`src/rtl/serial_adder_pkg.sv`:
```
// Shared definitions for the bit-serial adder: FSM state encoding and
// a ceiling-log2 helper used to size the bit counter.
package serial_adder_pkg;

  typedef enum logic [1:0] {
    S_IDLE = 2'd0,
    S_RUN  = 2'd1,
    S_DONE = 2'd2
  } state_t;

  function automatic int clog2(input int value);
    int result;
    result = 0;
    for (int i = 0; i < 32; i++) begin
      if ((1 << result) < value) result++;
    end
    return result;
  endfunction

endpackage

```
`src/rtl/serial_adder_if.sv`:
```
// Operand/result handshake bundle for the bit-serial adder.
interface serial_adder_if #(
  parameter int WIDTH = 8
);

  logic             in_valid;
  logic             in_ready;
  logic [WIDTH-1:0] a;
  logic [WIDTH-1:0] b;
  logic             carryin;
  logic             out_valid;
  logic             out_ready;
  logic [WIDTH-1:0] sum;
  logic             carryout;
  logic             overflow;
  logic             busy;

  modport master (
    output in_valid, a, b, carryin, out_ready,
    input  in_ready, out_valid, sum, carryout, overflow, busy
  );

  modport slave (
    input  in_valid, a, b, carryin, out_ready,
    output in_ready, out_valid, sum, carryout, overflow, busy
  );

endinterface

```
`src/rtl/structuralFullAdder.sv`:
```
// Gate-level one-bit full adder; a behavioural adder with the same port
// order can be swapped in for comparison runs.
module structuralFullAdder (
  output logic sum,
  output logic carryout,
  input  logic a,
  input  logic b,
  input  logic carryin
);

  logic half_sum;
  logic gen_ab;
  logic prop_c;

  xor g_x1 (half_sum, a, b);
  xor g_x2 (sum, half_sum, carryin);
  and g_a1 (gen_ab, a, b);
  and g_a2 (prop_c, half_sum, carryin);
  or  g_o1 (carryout, gen_ab, prop_c);

endmodule

```
`src/rtl/serial_adder.sv`:
```
// Bit-serial WIDTH-bit adder: one full-adder cell consumes an operand bit
// pair per clock, LSB first, with its carry recirculated through a register.
module serial_adder
  import serial_adder_pkg::*;
#(
  parameter int WIDTH = 8
) (
  input  logic         clk,
  input  logic         reset,
  serial_adder_if.slave bus
);

  localparam int CNT_W = clog2(WIDTH);

  state_t             state_reg;
  state_t             state_next;
  logic [WIDTH-1:0]   a_sh_reg;
  logic [WIDTH-1:0]   b_sh_reg;
  logic [WIDTH-1:0]   acc_reg;
  logic               c_reg;
  logic               cmsb_reg;
  logic [CNT_W-1:0]   cnt_reg;
  logic [WIDTH-1:0]   sum_reg;
  logic               carryout_reg;
  logic               overflow_reg;

  logic               cell_s;
  logic               cell_co;
  logic [WIDTH-1:0]   acc_next;
  logic               last_bit;
  logic               msb_carry_bit;

  structuralFullAdder u_cell (
    .sum      (cell_s),
    .carryout (cell_co),
    .a        (a_sh_reg[0]),
    .b        (b_sh_reg[0]),
    .carryin  (c_reg)
  );

  assign acc_next      = {cell_s, acc_reg[WIDTH-1:1]};
  assign last_bit      = (cnt_reg == CNT_W'(WIDTH - 1));
  assign msb_carry_bit = (cnt_reg == CNT_W'(WIDTH - 2));

  always_ff @(posedge clk) begin
    if (reset) state_reg <= S_IDLE;
    else       state_reg <= state_next;
  end

  always_comb begin
    state_next = state_reg;
    case (state_reg)
      S_IDLE:  if (bus.in_valid)  state_next = S_RUN;
      S_RUN:   if (last_bit)      state_next = S_DONE;
      S_DONE:  if (bus.out_ready) state_next = S_IDLE;
      default: state_next = S_IDLE;
    endcase
  end

  always_ff @(posedge clk) begin
    if (reset) begin
      a_sh_reg     <= '0;
      b_sh_reg     <= '0;
      acc_reg      <= '0;
      c_reg        <= 1'b0;
      cmsb_reg     <= 1'b0;
      cnt_reg      <= '0;
      sum_reg      <= '0;
      carryout_reg <= 1'b0;
      overflow_reg <= 1'b0;
    end else begin
      case (state_reg)
        S_IDLE: begin
          if (bus.in_valid) begin
            a_sh_reg <= bus.a;
            b_sh_reg <= bus.b;
            c_reg    <= bus.carryin;
            cnt_reg  <= '0;
            acc_reg  <= '0;
          end
        end
        S_RUN: begin
          a_sh_reg <= {1'b0, a_sh_reg[WIDTH-1:1]};
          b_sh_reg <= {1'b0, b_sh_reg[WIDTH-1:1]};
          acc_reg  <= acc_next;
          c_reg    <= cell_co;
          cnt_reg  <= cnt_reg + 1'b1;
          // Carry produced by bit WIDTH-2 is the carry into the sign bit.
          if (msb_carry_bit) cmsb_reg <= cell_co;
          if (last_bit) begin
            sum_reg      <= acc_next;
            carryout_reg <= cell_co;
            overflow_reg <= cmsb_reg ^ cell_co;
          end
        end
        default: ;
      endcase
    end
  end

  assign bus.in_ready  = (state_reg == S_IDLE);
  assign bus.out_valid = (state_reg == S_DONE);
  assign bus.busy      = (state_reg == S_RUN);
  assign bus.sum       = sum_reg;
  assign bus.carryout  = carryout_reg;
  assign bus.overflow  = overflow_reg;

endmodule

```
`src/flat_wrapper.sv`:
```
// flat-port wrapper written by rule: the top's interface ports become plain ports
module serial_adder_flat import serial_adder_pkg::*;
#(
  parameter int WIDTH = 8
)
  (clk, reset, bus_in_valid, bus_a, bus_b, bus_carryin, bus_out_ready, bus_in_ready, bus_out_valid, bus_sum, bus_carryout, bus_overflow, bus_busy);
  serial_adder_if #(.WIDTH(WIDTH)) bus_i ();
  input  logic clk;
  input  logic reset;
  input wire logic [$bits(bus_i.in_valid)-1:0] bus_in_valid;
  input wire logic [$bits(bus_i.a)-1:0] bus_a;
  input wire logic [$bits(bus_i.b)-1:0] bus_b;
  input wire logic [$bits(bus_i.carryin)-1:0] bus_carryin;
  input wire logic [$bits(bus_i.out_ready)-1:0] bus_out_ready;
  output wire logic [$bits(bus_i.in_ready)-1:0] bus_in_ready;
  output wire logic [$bits(bus_i.out_valid)-1:0] bus_out_valid;
  output wire logic [$bits(bus_i.sum)-1:0] bus_sum;
  output wire logic [$bits(bus_i.carryout)-1:0] bus_carryout;
  output wire logic [$bits(bus_i.overflow)-1:0] bus_overflow;
  output wire logic [$bits(bus_i.busy)-1:0] bus_busy;
  assign bus_i.in_valid = bus_in_valid;
  assign bus_i.a = bus_a;
  assign bus_i.b = bus_b;
  assign bus_i.carryin = bus_carryin;
  assign bus_i.out_ready = bus_out_ready;
  assign bus_in_ready = bus_i.in_ready;
  assign bus_out_valid = bus_i.out_valid;
  assign bus_sum = bus_i.sum;
  assign bus_carryout = bus_i.carryout;
  assign bus_overflow = bus_i.overflow;
  assign bus_busy = bus_i.busy;
  serial_adder #(.WIDTH(WIDTH)) u_core (.clk(clk), .reset(reset), .bus(bus_i));
endmodule
```
`config.mk`:
```
export PLATFORM = sky130hd
export DESIGN_NAME = serial_adder_flat
export DESIGN_NICKNAME = d
export VERILOG_FILES = /design/src/rtl/serial_adder_pkg.sv /design/src/rtl/serial_adder_if.sv /design/src/rtl/structuralFullAdder.sv /design/src/rtl/serial_adder.sv /design/src/flat_wrapper.sv
export SDC_FILE = /design/constraint.sdc
export NUM_CORES = 1
export LEC_CHECK = 0
export ABC_CLOCK_PERIOD_IN_PS = 1800
export BUFFER_PORTS_ARGS = -buffer_cell sky130_fd_sc_hd__buf_2
export CAP_MARGIN = 30
export CORE_MARGIN = 1.5
export CORE_UTILIZATION = 40
export CTS_CLUSTER_SIZE = 40
export DETAILED_ROUTE_END_ITERATION = 6
export GPL_TIMING_DRIVEN = 0
export RECOVER_POWER = 100
export SYNTH_ARGS = -nofsm -noshare
export SYNTH_HDL_FRONTEND = slang
export SYNTH_SLANG_ARGS = --single-unit
```
`constraint.sdc`:
```
create_clock -name clk -period 1.8 [get_ports clk]
set_clock_uncertainty 0.15 [all_clocks]
set_input_delay 0 -clock clk [delete_from_list [all_inputs] [get_ports clk]]
set_output_delay 0 -clock clk [all_outputs]
set_load 0.005 [all_outputs]
```
==> results.txt, run 1 <==
For this run, the top clock speed supported by timing is 0.626 GHz. The master cell of the clock root buffer is clkbuf_8. The transition time at the pin with the least slew margin came out at 0.648 ns. The global-route usage over all layers came out at 17.7%.

The maximum net fanout on the critical path came out at 10. The power per unit of standard cell area came out at 860 nW/um2. The pre-antenna-repair detailed-routing pass consisted of 4 iterations. Max-cap violations in this run came to 0.

The detailed router's first-iteration violation count is 79. The average footprint of a synthesized cell came out at 9.76 um2. The global-route wire length before repair is 6810 um. Summed over its instances, the top area cell type makes up 45.3% of the synthesized netlist area. Measured in cells, the most critical reg-to-reg path has a length of 4. After synthesis, the cell types taking the most area are dfxtp_1 45%, nor2_1 7.6%, mux2i_1 6.8%. After detailed routing, the number of remaining DRC violations is 0. The run finished with clean final reports.

The die covers 4820 um2. Data on the critical path is required at its endpoint by 1.81 ns. The number of setup violations in the final report came out at 0.

The number of warnings reported in the yosys synthesis log came out at 0. Counting flops with a built-in enable in the synthesized netlist gives 0. The number of nets in the synthesized netlist came out at 206. The worst IR drop on VDD is 585 uV. The clock slew seen by the registers of the worst setup and hold paths is 0.08 ns. The CTS tree is done. After synthesis, flip-flops and latches occupy 45.3% of the total area.

The setup slack of the most critical reg-to-reg path came out at 0.20 ns. The layout has 379 filler cells. The maximum number of pins on one net before global-route repair came out at 14. The horizontal die dimension came out at 69.5 um. The number of antenna violations at the first check in global routing is 0.

The detailed-placement wirelength estimate came out at 2800 um. The growth of design area from synthesis to finish is 27.9%. The destination of the worst register-to-register timing path is u_core.b_sh_reg[0]. Total power for the finished layout comes to 1940 uW. 0 antenna diodes ended up in the layout. The post-layout minimum cycle time is 1.60 ns. The worst flop-to-flop path startpoint is u_core.state_reg[0]. The number of setup buffers added after CTS is 0. The cell count after synthesis came out at 181. The critical path is of the reg -> reg type.

The area of the mapped netlist came out at 1770 um2. The number of cell rows came out at 23. The area of the core came out at 4120 um2. Pin placement for this block handled 34 I/O pins. The number of placed instances, taps included came out at 262. The total of buffers placed on input and output ports is 31.

For this run the aggregate overflow at the end of global routing stands at 0. The layout net count came out at 264. The routed wirelength normalized by instance count came out at 14.2 um. The final count of pins violating max slew is 0.

The worst hold path class is in -> reg. The final setup TNS is 0 ns. The final layout contains routed wiring with a total length of 4120 um.

The clock insertion delay at the later pin of the skew report came out at 0.29 ns. STA classifies the critical path endpoint as a flop. The number of buffers on the longest clock path came out at 2. In this run the static leakage power is 0.000901 uW. The number of storage elements in the synthesis netlist came out at 40. The sequential standard cell area is 801 um2.

The detail route stage leaves a number of antenna-violating nets equal to 0. Yosys mapped the design onto 33 distinct sky130hd cell types. The end point of the most critical hold path is u_core.cmsb_reg. The worst pin sits at a relative slew slack of 56.8%.

In the routed layout, each cell is associated on average with a via count of 5.09. The worst setup path is launched from a flop. The multi-input combinational cell area came out at 836 um2.

The number of clock sinks seen by CTS is 40. Data arrives at the worst endpoint at 1.61 ns. The clock tree synthesis step divided the H-tree into 2 levels. The congestion estimate from routability-driven global placement came to 0.815. The height of the die came out at 69.5 um. The post-synthesis async set-or-reset flop share came out at 0%. In this run the most critical hold path is launched from reset. The share of layout cells above drive strength 1 is 22.9%.

The number of global-route vias before repair was 1446. The final critical-path share of the clock period came out at 88.7%. The primary flip-flop cell chosen by synthesis mapping is dfxtp_1. The final count of hold timing violations came to 0. Setup repair after global routing left no endpoint under its margin. Once the clock tree was built, the resizer swapped 0 gates to a different size.

Summed over all instances, the cell type with the most area after synthesis is dfxtp_1. Once the floorplan was initialized, standard cells occupied 42.9% of the core. The final instance count without filler cells is 290. Buffers inserted during clock tree synthesis total 5. The commonest cells after synthesis are 40 x dfxtp_1, 36 x nor2_1, 20 x nand2_1. For this block, the via count after detailed routing is 1477. The cell count of the worst hold path is 2. The most common cell in the synthesized netlist is dfxtp_1.
through the flow:
step	instance area [um2]	worst slack, ns	utilization (%)	hold WS (ns)
floorplan	1770	0.364	-	0.0222
global placement	1980	0.293	48.2	0.132
detailed placement	1980	0.262	48.2	0.132
CTS	2300	0.244	55.8	0.0692
global route	2260	0.0997	54.9	0.0969
finish	2260	0.203	54.9	0.0610
how the worst max path moves through the flow:
stage,slack (ns),to,start
after floorplan,0.36,u_core.bus.overflow,u_core.cnt_reg[0]
final,0.20,u_core.b_sh_reg[0],u_core.state_reg[0]
after global routing,0.1,u_core.b_sh_reg[4],u_core.state_reg[0]
after detailed placement,0.26,u_core.bus.overflow,u_core.cnt_reg[0]
after CTS,0.24,u_core.bus.overflow,u_core.cnt_reg[0]
after global placement,0.29,u_core.bus.sum[0],u_core.cnt_reg[0]
metal layers:
layer  part of all wire (%)  track usage (%)  wire (um)
met4                   0.82             5.23         34
met3                    4.5             4.36        187
met5                      0                0          0
met1                     45             20.9       1850
met2                     50             31.5       2060
cells by family (layout without fill, tap and decap cells):
family	count (synthesis)	in the layout	synth area share [%]
simple gates	69	69	19.3
flops	40	40	45.3
compound gates	39	39	18.1
buf+inv	16	75	6.80
mux	12	12	6.80
fa+ha+maj	4	4	3.26
xor+xnor	1	1	0.496
critical path, stage by stage (launching register included):
cell and delay, ns:
dfxtp_1 0.41, clkbuf_2 0.35, buf_12 0.19, mux2i_1 0.27, a211oi_2 0.10
layout by cell type, fill, tap and decap left out, types with 2 or more instances in the layout:
master | netlist | routed
buf_6 | 5 | 3
a21oi_1 | 11 | 11
a32oi_1 | 2 | 2
dlygate4sd3_1 | 0 | 20
clkbuf_8 | 0 | 5
mux2i_1 | 12 | 12
clkbuf_2 | 0 | 3
a22oi_1 | 8 | 8
nor4_2 | 4 | 4
nor2_1 | 36 | 36
inv_1 | 3 | 3
buf_2 | 2 | 24
clkbuf_1 | 4 | 13
a211oi_2 | 9 | 7
a211oi_1 | 4 | 6
dfxtp_1 | 40 | 40
nand2_1 | 20 | 20
ha_1 | 3 | 3
layout make-up:
cell class,count,area share (%)
flip-flops and latches,40,35.4
clock buffers,5,3.05
repair buffers,51,15.3
multi-input cells,125,37.0
plain buffers,13,4.10
inverters,3,0.498
clock inverters,3,1.88
well taps,50,2.77
what timing repair did:
| action | CTS | global route |
|---|---|---|
| hold buffers | 20 | 0 |
| endpoints found under the hold margin | 34 | 0 |
| setup endpoints to repair | 0 | 0 |
where the power goes:
group          switching, uW  internal, uW
registers               27.0           925
clock network            325           410
logic                    129           127
Note: power is estimated with default switching activity, not from simulation.
==> run 2: changes to the inputs <==
ABC_CLOCK_PERIOD_IN_PS = 1670   (was 1800)
clock period = 1.67 ns   (was 1.8 ns; I/O delays follow)
==> run 2 against run 1 <==
Net effect:
- non-clock buffer count did not move
- sequential power is 8% higher
- sequential share of layout area grew 0.26 points
- cell area shrank 0.72%
- combinational power is 5% higher
- critical path type unchanged
- largest power group unchanged
==> results.txt, run 2 (synthesis gave the netlist of run 1 again) <==
The top cell types in the final layout, fill and taps aside, are 40 x dfxtp_1, 36 x nor2_1, 25 x buf_2. For the pin with the worst max-slew slack, the measured transition is 0.643 ns. The total of buffers placed on input and output ports is 31. The overall power is 2090 uW.

The first global-routing pass estimated 6810 um of wire. The antenna diode count is 0. The master cell of the clock root buffer is clkbuf_8. Clock-pin slew was measured on the worst setup and hold paths at 0.08 ns. The critical path in this run is classified as reg -> reg. The worst pin sits at a relative slew slack of 57.2%. The number of buffers on the longest clock path is 2.

The flow ran to the end, and the final reports show no timing, DRC or antenna violations. The number of cell rows is 23. Of the total power, combinational logic draws 12.9%. The global-route usage over all layers is 17.7%. Summed over all layers, the global routing overflow is 0.

The CTS buffer count came out at 5. The global placement routability congestion came out at 0.815. The post-route worst hold slack is 0.0104 ns. The element type at the critical path start is a flop. The critical path arrival came out at 1.62 ns. The quantity of gates resized following cts is 0. The clock insertion delay at the later pin of the skew report is 0.29 ns. The achievable clock frequency came out at 0.639 GHz. Setup repair after global routing left no endpoint under its margin. The total I/O pin count came out at 34. The number of iterations in the first detailed-routing pass is 4. The clock network power share came out at 38.0%. The effective utilization at floorplan came out at 42.9%. The leakage power of the design is 0.000898 uW. The vias after detailed routing is 1480. The nature of the critical path endpoint is a flop. The final count of hold timing violations is 0.

The number of antenna violations at the first check in global routing is 0. Setup violations remaining at the end of the flow were counted as 0. Across the VDD grid, the largest voltage drop is 632 uV. For the final routed database, the setup TNS stands at 0 ns. The final core area utilization is 54.5%. The net load switching power came out at 515 uW.

The number of levels the H-tree was split into came out at 2. The post-route netlist has 20.8% of its cells at a drive strength greater than 1. After detailed routing, the average wire length per cell comes to 14.3 um. The clock drives 40 sinks. In this run the horizontal extent of the chip is 69.5 um. The maximum number of pins on one net before global-route repair came out at 14. The number of antenna-violating nets in the routed design is 0. Of the available clock period, the critical path in the final layout requires 93.7%. The area of the core is 4120 um2.

The sequential power share is 49.1%. The number of global-route vias before repair is 1446. The net count of the finished layout is 264. TritonCTS built the clock tree. The detail-routed via count per cell is 5.10. At the worst endpoint, the required time is 1.73 ns. The detailed router's first-iteration violation count is 62. The floorplan step set the die height to 69.5 um. The final wirelength is 4150 um. The die area is 4820 um2.

The growth of design area from synthesis to finish is 27.0%. The final count of pins violating max slew is 0. The min-delay analysis places its worst path in the category in -> reg. The max-cap violation count came out at 0. The design internal power came out at 1580 uW. The post-layout minimum cycle time is 1.57 ns.

The maximum net fanout on the critical path came out at 10. The switching share of power came out at 24.6%. In this run the power density over the cells is 932 nW/um2.

The library cell used most frequently in the layout, excluding fill and tap cells, is dfxtp_1. The setup slack of the most critical reg-to-reg path came out at 0.10 ns. The detailed-placement wirelength estimate came out at 2800 um. The detailed-route DRC error count came out at 0.
[run 2: cell count changes in the layout (fill, tap and decap cells not counted), sizes merged]
cell and delta:
buf +3, clkbuf -3
[run 2: final timing paths]
path	start	endpoint	cells past startpoint
max	u_core.cnt_reg[0]	u_core.bus.overflow	5
min	reset	u_core.cmsb_reg	2
max reg2reg	u_core.cnt_reg[0]	u_core.bus.overflow	5
min reg2reg	u_core.bus.sum[1]	u_core.bus.sum[1]	2
[run 2: what timing repair did]
| item | in CTS | in global routing |
|---|---|---|
| endpoints found under the hold margin | 34 | 0 |
| hold buffers | 20 | 0 |
| setup buffers | 0 | 0 |
[run 2: power groups by stage]
stage	sequential, uW	clock (uW)	combinational, uW
5_1_grt	1030	848	296
4_1_cts	1030	814	287
3_3_place_gp	1040	0	241
3_5_place_dp	1050	0	250
6_report	1030	794	270
2_1_floorplan	1040	0	186
[run 2: per-stage QoR]
step	instances	instance area [um2]	setup slack, ns
after global routing	290	2240	0.0164
after detailed placement	262	1980	0.132
after global placement	262	1980	0.163
after CTS	290	2300	0.114
final	290	2240	0.104
after floorplan	181	1770	0.234
[run 2: layout make-up]
cell class                 count  area, um2
inverter                       3       11.3
fill                         379       1870
sequential                    40        801
timing repair buffer          51        345
buffer                        13        101
clock inverter                 3       42.5
clock buffer                   5       68.8
multi-input combinational    125        811
tap                           50       62.6
[run 2: layer usage]
layer / GRT usage [%] / vias up / share of wire, %
li1: - / 743 / -
met1: 20.9 / 704 / 45
met2: 31.5 / 28 / 50
met3: 4.36 / 5 / 4.0
met4: 5.23 / 0 / 0.82
met5: 0 / - / 0
[run 2: worst max-delay path: stages (launching register included)]
cell and delay, ns:
dfxtp_1 0.36, ha_1 0.22, ha_1 0.23, and3b_4 0.21
buf_6 0.13, a211oi_1 0.19
